===== src/rtl/dec_ascii_tx.sv =====
// Binary-to-ASCII-decimal formatter: double-dabble conversion of a 16-bit value,
// then the decimal digits (optionally CR LF) are written into the UART TX FIFO.
module dec_ascii_tx #(
    parameter bit SUPPRESS_ZEROS = 1'b1,
    parameter bit APPEND_CRLF    = 1'b1
) (
    input  logic        clk,
    input  logic        rst_n,
    input  logic        start,
    input  logic [15:0] data_in,
    input  logic        fifo_full,
    output logic [7:0]  fifo_data,
    output logic        wrreq,
    output logic        busy,
    output logic        done
);

    localparam int unsigned DATA_W = 16;
    localparam int unsigned BCD_W  = 20;
    localparam int unsigned SEL_W  = 3;
    localparam int unsigned CNT_W  = 4;
    localparam int unsigned BYTE_W = 8;

    localparam logic [CNT_W-1:0]  CNT_LAST = CNT_W'(DATA_W - 1);
    localparam logic [SEL_W-1:0]  SEL_TOP  = SEL_W'(4);
    localparam logic [SEL_W-1:0]  SEL_CR   = SEL_W'(5);
    localparam logic [SEL_W-1:0]  SEL_LF   = SEL_W'(6);
    localparam logic [BYTE_W-1:0] ASCII_0  = 8'h30;

    typedef enum logic [1:0] {
        IDLE    = 2'd0,
        CONVERT = 2'd1,
        EMIT    = 2'd2,
        GAP     = 2'd3
    } state_t;

    state_t             state, state_nx;
    logic [DATA_W-1:0]  bin, bin_d;
    logic [BCD_W-1:0]   bcd, bcd_d;
    logic [CNT_W-1:0]   cnt, cnt_d;
    logic [SEL_W-1:0]   sel, sel_d;
    logic [BYTE_W-1:0]  fifo_data_d;
    logic               wrreq_d, busy_d, done_d;

    logic [BCD_W-2:0]   bcd_adj;
    logic [BCD_W-1:0]   bcd_shift;
    logic [SEL_W-1:0]   start_idx;
    logic [SEL_W-1:0]   sel_adv;
    logic [BYTE_W-1:0]  cur_byte;
    logic               last_byte;

    function automatic logic [3:0] add3(input logic [3:0] n);
        return (n >= 4'd5) ? 4'(n + 4'd3) : n;
    endfunction

    // One double-dabble step; the top digit never exceeds 6, so its MSB is dropped.
    always_comb begin
        bcd_adj   = {3'(add3(bcd[19:16])), add3(bcd[15:12]), add3(bcd[11:8]),
                     add3(bcd[7:4]), add3(bcd[3:0])};
        bcd_shift = {bcd_adj, bin[DATA_W-1]};
    end

    // First digit to send, taken from the final BCD value on the last convert step.
    always_comb begin
        start_idx = SEL_TOP;
        if (SUPPRESS_ZEROS) begin
            if      (bcd_shift[19:16] != 4'd0) start_idx = SEL_W'(4);
            else if (bcd_shift[15:12] != 4'd0) start_idx = SEL_W'(3);
            else if (bcd_shift[11:8]  != 4'd0) start_idx = SEL_W'(2);
            else if (bcd_shift[7:4]   != 4'd0) start_idx = SEL_W'(1);
            else                               start_idx = SEL_W'(0);
        end
    end

    // sel walks digit indices 4..0, then the CR and LF slots.
    always_comb begin
        cur_byte = 8'h0A;
        case (sel)
            SEL_W'(0): cur_byte = ASCII_0 + BYTE_W'(bcd[3:0]);
            SEL_W'(1): cur_byte = ASCII_0 + BYTE_W'(bcd[7:4]);
            SEL_W'(2): cur_byte = ASCII_0 + BYTE_W'(bcd[11:8]);
            SEL_W'(3): cur_byte = ASCII_0 + BYTE_W'(bcd[15:12]);
            SEL_W'(4): cur_byte = ASCII_0 + BYTE_W'(bcd[19:16]);
            SEL_CR:    cur_byte = 8'h0D;
            default:   cur_byte = 8'h0A;
        endcase
    end

    always_comb begin
        last_byte = APPEND_CRLF ? (sel == SEL_LF) : (sel == SEL_W'(0));
        if (sel == SEL_W'(0))   sel_adv = SEL_CR;
        else if (sel == SEL_CR) sel_adv = SEL_LF;
        else                    sel_adv = SEL_W'(sel - SEL_W'(1));
    end

    always_ff @(posedge clk or negedge rst_n) begin
        if (!rst_n) state <= IDLE;
        else        state <= state_nx;
    end

    always_comb begin
        state_nx = state;
        case (state)
            IDLE:    if (start)            state_nx = CONVERT;
            CONVERT: if (cnt == CNT_LAST)  state_nx = EMIT;
            EMIT:    if (!fifo_full)       state_nx = GAP;
            GAP:     state_nx = last_byte ? IDLE : EMIT;
            default: state_nx = IDLE;
        endcase
    end

    always_comb begin
        bin_d       = bin;
        bcd_d       = bcd;
        cnt_d       = cnt;
        sel_d       = sel;
        fifo_data_d = fifo_data;
        wrreq_d     = 1'b0;
        done_d      = 1'b0;
        busy_d      = (state_nx != IDLE);
        case (state)
            IDLE: begin
                if (start) begin
                    bin_d = data_in;
                    bcd_d = '0;
                    cnt_d = '0;
                end
            end
            CONVERT: begin
                bin_d = {bin[DATA_W-2:0], 1'b0};
                bcd_d = bcd_shift;
                cnt_d = CNT_W'(cnt + CNT_W'(1));
                if (cnt == CNT_LAST) sel_d = start_idx;
            end
            EMIT: begin
                if (!fifo_full) begin
                    wrreq_d     = 1'b1;
                    fifo_data_d = cur_byte;
                end
            end
            GAP: begin
                if (last_byte) done_d = 1'b1;
                else           sel_d  = sel_adv;
            end
            default: ;
        endcase
    end

    always_ff @(posedge clk or negedge rst_n) begin
        if (!rst_n) begin
            bin       <= '0;
            bcd       <= '0;
            cnt       <= '0;
            sel       <= '0;
            fifo_data <= '0;
            wrreq     <= 1'b0;
            busy      <= 1'b0;
            done      <= 1'b0;
        end else begin
            bin       <= bin_d;
            bcd       <= bcd_d;
            cnt       <= cnt_d;
            sel       <= sel_d;
            fifo_data <= fifo_data_d;
            wrreq     <= wrreq_d;
            busy      <= busy_d;
            done      <= done_d;
        end
    end

endmodule


===== config.mk =====
export PLATFORM = sky130hd
export DESIGN_NAME = dec_ascii_tx
export DESIGN_NICKNAME = d
export VERILOG_FILES = /design/src/rtl/dec_ascii_tx.sv
export SDC_FILE = /design/constraint.sdc
export NUM_CORES = 1
export LEC_CHECK = 0
export BUFFER_PORTS_ARGS = -buffer_cell sky130_fd_sc_hd__buf_2
export CELL_PAD_IN_SITES_DETAIL_PLACEMENT = 1
export CELL_PAD_IN_SITES_GLOBAL_PLACEMENT = 2
export CORE_MARGIN = 2
export CORE_UTILIZATION = 39
export DETAILED_ROUTE_END_ITERATION = 10
export PLACE_DENSITY = 0.93
export SETUP_SLACK_MARGIN = 0.15
export SYNTH_ARGS = -nofsm -noshare
export SYNTH_HDL_FRONTEND = slang
export SYNTH_SLANG_ARGS = --single-unit

===== constraint.sdc =====
create_clock -name clk -period 4.05 [get_ports clk]
set_input_delay 0.81 -clock clk [delete_from_list [all_inputs] [get_ports clk]]
set_output_delay 0.81 -clock clk [all_outputs]
set_load 0.005 [all_outputs]

* Word level (Yosys, flattened, before mapping)
Index checks and enable logic that the tools add are counted.
** Word-level totals
- Input bits :: 20
- Latch bits :: 0
- Logic and storage cells :: 82
- Memories kept :: 0
- RAM bits :: 0
- ROM bits :: 0
- Register bits after elaboration :: 56
** Cells by class
- Eq/ne operators :: 13
- Magnitude comparators :: 5
- Reduce and logical (&&, ||, !) cells :: 12
- Shift-type cells :: 0
- Bitwise operators :: 1
- Muxes and demuxes :: 30
- Multipliers :: 0
- Add/sub/neg operators :: 12
- Divide/modulo/power cells :: 0
** Operator list (number)
- 7-bit one-hot mux with 6 select lines :: 1
- 20-bit one-hot mux with 2 select lines :: 1
- 6-bit by 4-bit adder with 7-bit output, first input constant :: 5
- 16-bit one-hot mux with 2 select lines :: 1
- 4-bit by 3-bit greater-or-equal comparator with 1-bit output, second input constant :: 5
- 20-bit two-way mux :: 1
- 4-bit two-way mux :: 5
- 3-bit two-way mux :: 6
- 4-bit by 2-bit adder with 4-bit output, second input constant :: 4
- 16-bit two-way mux :: 1
- 4-bit nonzero test :: 4
- 2-bit two-way mux :: 6
- 3-bit equality test, second input constant :: 3
- 2-bit one-hot mux with 4 select lines :: 1
- 4-bit one-hot mux with 2 select lines :: 1
- 3-bit by 2-bit equality test with 1-bit output, second input constant :: 2
- 2-bit != test, second input constant :: 3
- 3-bit one-hot mux with 2 select lines :: 1
- 2-bit nonzero test :: 3
- 1-bit two-way mux :: 5
- 4-bit by 1-bit adder with 4-bit output, second input constant :: 1
- 2-bit equality test, second input constant :: 2
- 4-bit equality test, second input constant :: 1
- 2-bit AND reduction :: 2
- other kinds (8) :: 8

* Logic depth before layout (Yosys ltp)
- Depth after elaboration :: 9
- Gate-level depth with buffers :: 7

* Worst setup path after synthesis
No wires, ideal clock.
- Path kind :: register to register
- Start point :: register bcd[16]
- End point :: register sel[2]
- Setup slack :: 1.966 ns
- Path buffers :: 0
- Period minus slack after synthesis :: 2.084 ns
- Library setup time :: 0.132 ns
- Data arrival time :: 1.953 ns
- Stages on the path, launching flop included :: 7
- Required time :: 3.918 ns
- Path through :: dfrtp_1 -> ha_1 -> nand2b_1 -> a211o_1 -> a2111oi_4 -> a221oi_1 -> or3b_1
** On the way
- Longest elaborated chain between the ends :: 6
- Elaborated cells between the ends (all ways) :: 7
** Ends and longest elaborated chain
- start: declaration :: RTL line 39 : logic [BCD_W-1:0] bcd, bcd_d;
- start signal: assignment :: RTL line 152 : bcd <= '0;
- start signal: assignment :: RTL line 161 : bcd <= bcd_d;
- 4-bit by 3-bit greater-or-equal comparator with 1-bit output or 3-bit by 2-bit adder with 3-bit output (tied branches) :: RTL line 53 : return (n >= 4'd5) ? 4'(n + 4'd3) : n;
- 3-bit two-way mux * :: RTL line 53
- 4-bit nonzero test * :: RTL line 67 : if (bcd_shift[19:16] != 4'd0) start_idx = SEL_W'(4);
- 3-bit two-way mux * :: RTL line 67
- 3-bit two-way mux * :: RTL line 133 : if (cnt == CNT_LAST) sel_d = start_idx;
- 3-bit one-hot mux with 2 select lines * :: RTL line 121 : case (state)
- end signal: assignment :: RTL line 163 : sel <= sel_d;
- end: declaration :: RTL line 41 : logic [SEL_W-1:0] sel, sel_d;
Mark *: on every way between the ends. The rest lies on a longest branch, timed or not. The select of a mux whose other input is x is not followed.
A chain may end at the register's enable or synchronous reset.

* Final worst setup path
- Start point :: register state[0]
- End point :: register bin[2]
** On the way
- Longest elaborated chain between the ends :: 3
- Elaborated cells between the ends (all ways) :: 6
** Ends and longest elaborated chain
- start: declaration :: RTL line 37 : state_t state, state_nx;
- start signal: assignment :: RTL line 98 : else state <= state_nx;
- 2-bit by 1-bit equality test with 1-bit output or 2-bit logical NOT (tied branches) :: RTL line 121
- 2-bit nonzero test (no source line) or 2-bit != test (tied branches)
- 2-bit AND reduction (no source line)
- end signal: assignment :: RTL line 160 : bin <= bin_d;
- end: declaration :: RTL line 38 : logic [DATA_W-1:0] bin, bin_d;
Parallel ways exist; a longest one is shown, timed or not.

==> reports/summary.txt <==
===========================================================================================
Total power per unit cell area ............................................... 762.6 nW/um^2
Clock root buffer ............................................................     clkbuf_8
Setup TNS ....................................................................         0 ns
YS warnings ..................................................................            0
Register bit count reported by yosys .........................................           53
Commonest cells after routing, fill and taps aside ........................... dfrtp_1 (53), o21ai_0 (44), a21oi_1 (34)
Remaining global-route overflow ..............................................            0
Post-layout minimum cycle time ...............................................     2.447 ns
Post-route clock skew ........................................................  0.006654 ns
Total setup violations reported at the end of the flow .......................            0
Via count of the first global-routing pass ...................................        2,720
Share of post-route cells with drive strength above 1 ........................       13.13%
Final WL .....................................................................      7767 um
Overall fraction of global-route tracks in use ...............................       19.14%
Count of antenna diodes in the layout ........................................            0
Outcome ...................................................................... finished clean
# rows .......................................................................           32
Vertical die dimension .......................................................        93 um
Number of buffers on the longest clock path ..................................            2
Count of buffers from port buffering .........................................           28
Total clock buffers created by CTS ...........................................            5
Final setup slack of the worst path ..........................................     1.603 ns
Post-DRT Antenna Nets ........................................................            0
Hold WS ......................................................................    0.4942 ns
Initial Util .................................................................       40.19%
Count of distinct cell types in the synthesized netlist ......................           45
HPWL reported at the end of detailed placement ...............................      5239 um
Layout Utilization ...........................................................       43.82%
Die outline area .............................................................    8649 um^2
RSZ-0062 raised after global routing .........................................        false
Data required time at the worst endpoint .....................................      4.28 ns
Drc violations ...............................................................            0
Sequential-to-total area share from yosys stat ...............................       42.93%
Count of endpoints failing hold in the final timing report ...................            0
Worst setup path category ....................................................      reg2reg
Synthesized area .............................................................    3089 um^2
Number of buffers inserted for hold repair after clock tree synthesis ........            0
Placed Instances .............................................................          452
Largest net degree at the start of global routing ............................           42
Origin of the worst setup path ...............................................     state[0]
Antenna violations before repair .............................................            0
Largest fanout of any net on the critical path ...............................           28
Origin of the worst min-delay path ........................................... fifo_data[3]
# Post-CTS Setup Buffers .....................................................            0
Max-capacitance violation count ..............................................            0
Number of design-rule violations left by the first detailed-router iteration .           85
Max-slew headroom ............................................................       21.46%
Total number of vias .........................................................        2,631
Fillers ......................................................................          917
Worst ir drop on vdd .........................................................    0.2642 mV
Final layout net count .......................................................          388
Endpoint kind of the worst setup timing path .................................     register
RD Place Congestion ..........................................................       0.7694
Insertion delay of the later-clocked pin in the worst-skew pair ..............      0.32 ns
Avg Cell Area, Syn ...........................................................   9.033 um^2
Sinks on Clock Net ...........................................................           53
Class of the tightest hold or removal check ..................................      reg2reg
Most common cell after layout, fill and taps aside ...........................      dfrtp_1
Worst setup slack after placement ............................................     1.420 ns
Worst reg2reg path startpoint ................................................     state[0]
Critical Path AT .............................................................      2.68 ns
Wire length of the first global-routing pass .................................    13,300 um
WL/cell ......................................................................     16.88 um
Pin slew with the least headroom to its limit ................................     1.176 ns
Floorplan Core Area ..........................................................    7687 um^2
Number of I/O pins ...........................................................           31
Area added between synthesis and finish ......................................       9.032%
Achievable clock frequency ...................................................    408.6 MHz
CTS-repair resized insts .....................................................            0
Width of the chip ............................................................        93 um
Count of mapped cells out of synthesis .......................................          342
Clock tree from TritonCTS ....................................................         done
Length of the first detailed-routing pass in iterations ......................            4
H-tree depth .................................................................            2
Number of vias per cell after detailed routing ...............................        5.720
Clk slew on worst S/H paths ..................................................      0.10 ns
Final cell count without fillers .............................................          460
Part of the cycle the worst path needs .......................................       60.43%
Count of final max-slew check failures .......................................            0
CP Launch Type ...............................................................     register
Leakage power of the design ..................................................     1.460 nW
===========================================================================================
through the flow:
| stage | power, mW | instance area (um^2) |
|---|---|---|
| finish | 2.568 | 3368 |
| global route | 2.809 | 3368 |
| CTS | 2.584 | 3368 |
| detailed placement | 2.263 | 3282 |
| global placement | 2.193 | 3282 |
| floorplan | 1.903 | 3093 |
critical path, stage by stage (launching register included):
cell     delay, ns
dfrtp_1       0.91
nor2b_1       0.84
buf_4         0.36
a22oi_1       0.11
o21ai_0       0.14
logic make-up (layout without fill, tap and decap cells):
kind of cell	after synthesis	after routing	synth area share [%]
adder cells (fa/ha/maj)	11	11	4.455
flip-flops	53	53	42.93
AND/OR/NAND/NOR	95	95	16.24
XOR/XNOR	4	4	1.134
multiplexers	10	10	3.362
buffers and inverters	37	52	4.981
other	1	2	0.1214
AO/OA/AOI/OAI	131	131	26.77
state kept, by name, summed over array words and instances (netlist names), 2 cells and up:
name / flops
bcd: 20
bin: 16
cnt: 4
fifo_data: 5
sel: 3
state: 2
synth_stat cells (all sizes together):
master / n / area, um^2
mux2i: 7 / 70.07
o21ai: 45 / 225.2
nand3b: 2 / 15.01
a211o: 1 / 8.760
and3: 1 / 6.260
nor4: 1 / 6.260
nand3: 3 / 15.01
o221ai: 2 / 17.52
o211ai: 2 / 15.01
o21bai: 1 / 7.510
a221o: 1 / 11.26
dfrtp: 53 / 1326
clkbuf: 18 / 67.56
inv: 12 / 45.04
ha: 11 / 137.6
a21boi: 1 / 7.510
a22oi: 16 / 120.1
a311o: 1 / 10.01
conb: 1 / 3.750
a21oi: 34 / 170.2
a2111oi: 1 / 27.53
nor3: 7 / 35.03
o21a: 6 / 45.04
nor2: 8 / 30.03
and2: 6 / 37.54
a221oi: 2 / 17.52
a21o: 4 / 31.28
nand2b: 7 / 43.79
or2: 2 / 12.51
buf: 7 / 41.28
a211oi: 3 / 22.52
xnor2: 4 / 35.03
or3: 1 / 6.260
a32o: 1 / 10.01
mux2: 3 / 33.78
nor3b: 8 / 60.06
or3b: 1 / 8.760
nand2: 30 / 112.6
o22ai: 3 / 18.77
a22o: 7 / 61.31
nor2b: 18 / 112.6
layer usage:
layer  vias up  part of all wire, %  track usage (%)
li1       1247                    -                -
met1      1333                   46            25.76
met2        40                   50            31.88
met3        11                  2.6            2.740
met4         0                  1.7            6.127
met5         -                    0                0
where the power goes:
part	total [mW]	switching [mW]	internal (mW)
clock	0.316	0.192	0.124
combinational	1.19	0.651	0.536
sequential	1.07	0.323	0.743
final timing paths:
| path | endpoint | slack [ns] | depth (start not counted) |
|---|---|---|---|
| max reg2reg | bin[2] | 1.60 | 4 |
| max in group asynchronous | cnt[2] | 2.65 | 2 |
| min | fifo_data[3] | 0.49 | 1 |
| min in group asynchronous | bcd[9] | 0.66 | 1 |
| max | bin[2] | 1.60 | 4 |
| min reg2reg | fifo_data[3] | 0.49 | 1 |
final cells by class:
class | count | area [um^2] | area share (%)
clock inverters | 2 | 13.76 | 0.4086
inverters | 12 | 45.04 | 1.337
flip-flops and latches | 53 | 1326 | 39.38
well taps | 102 | 127.6 | 3.789
clock buffers | 6 | 72.57 | 2.155
repair buffers | 32 | 170.2 | 5.052
multi-input cells | 253 | 1613 | 47.88
(Power assumes the default switching activity.)
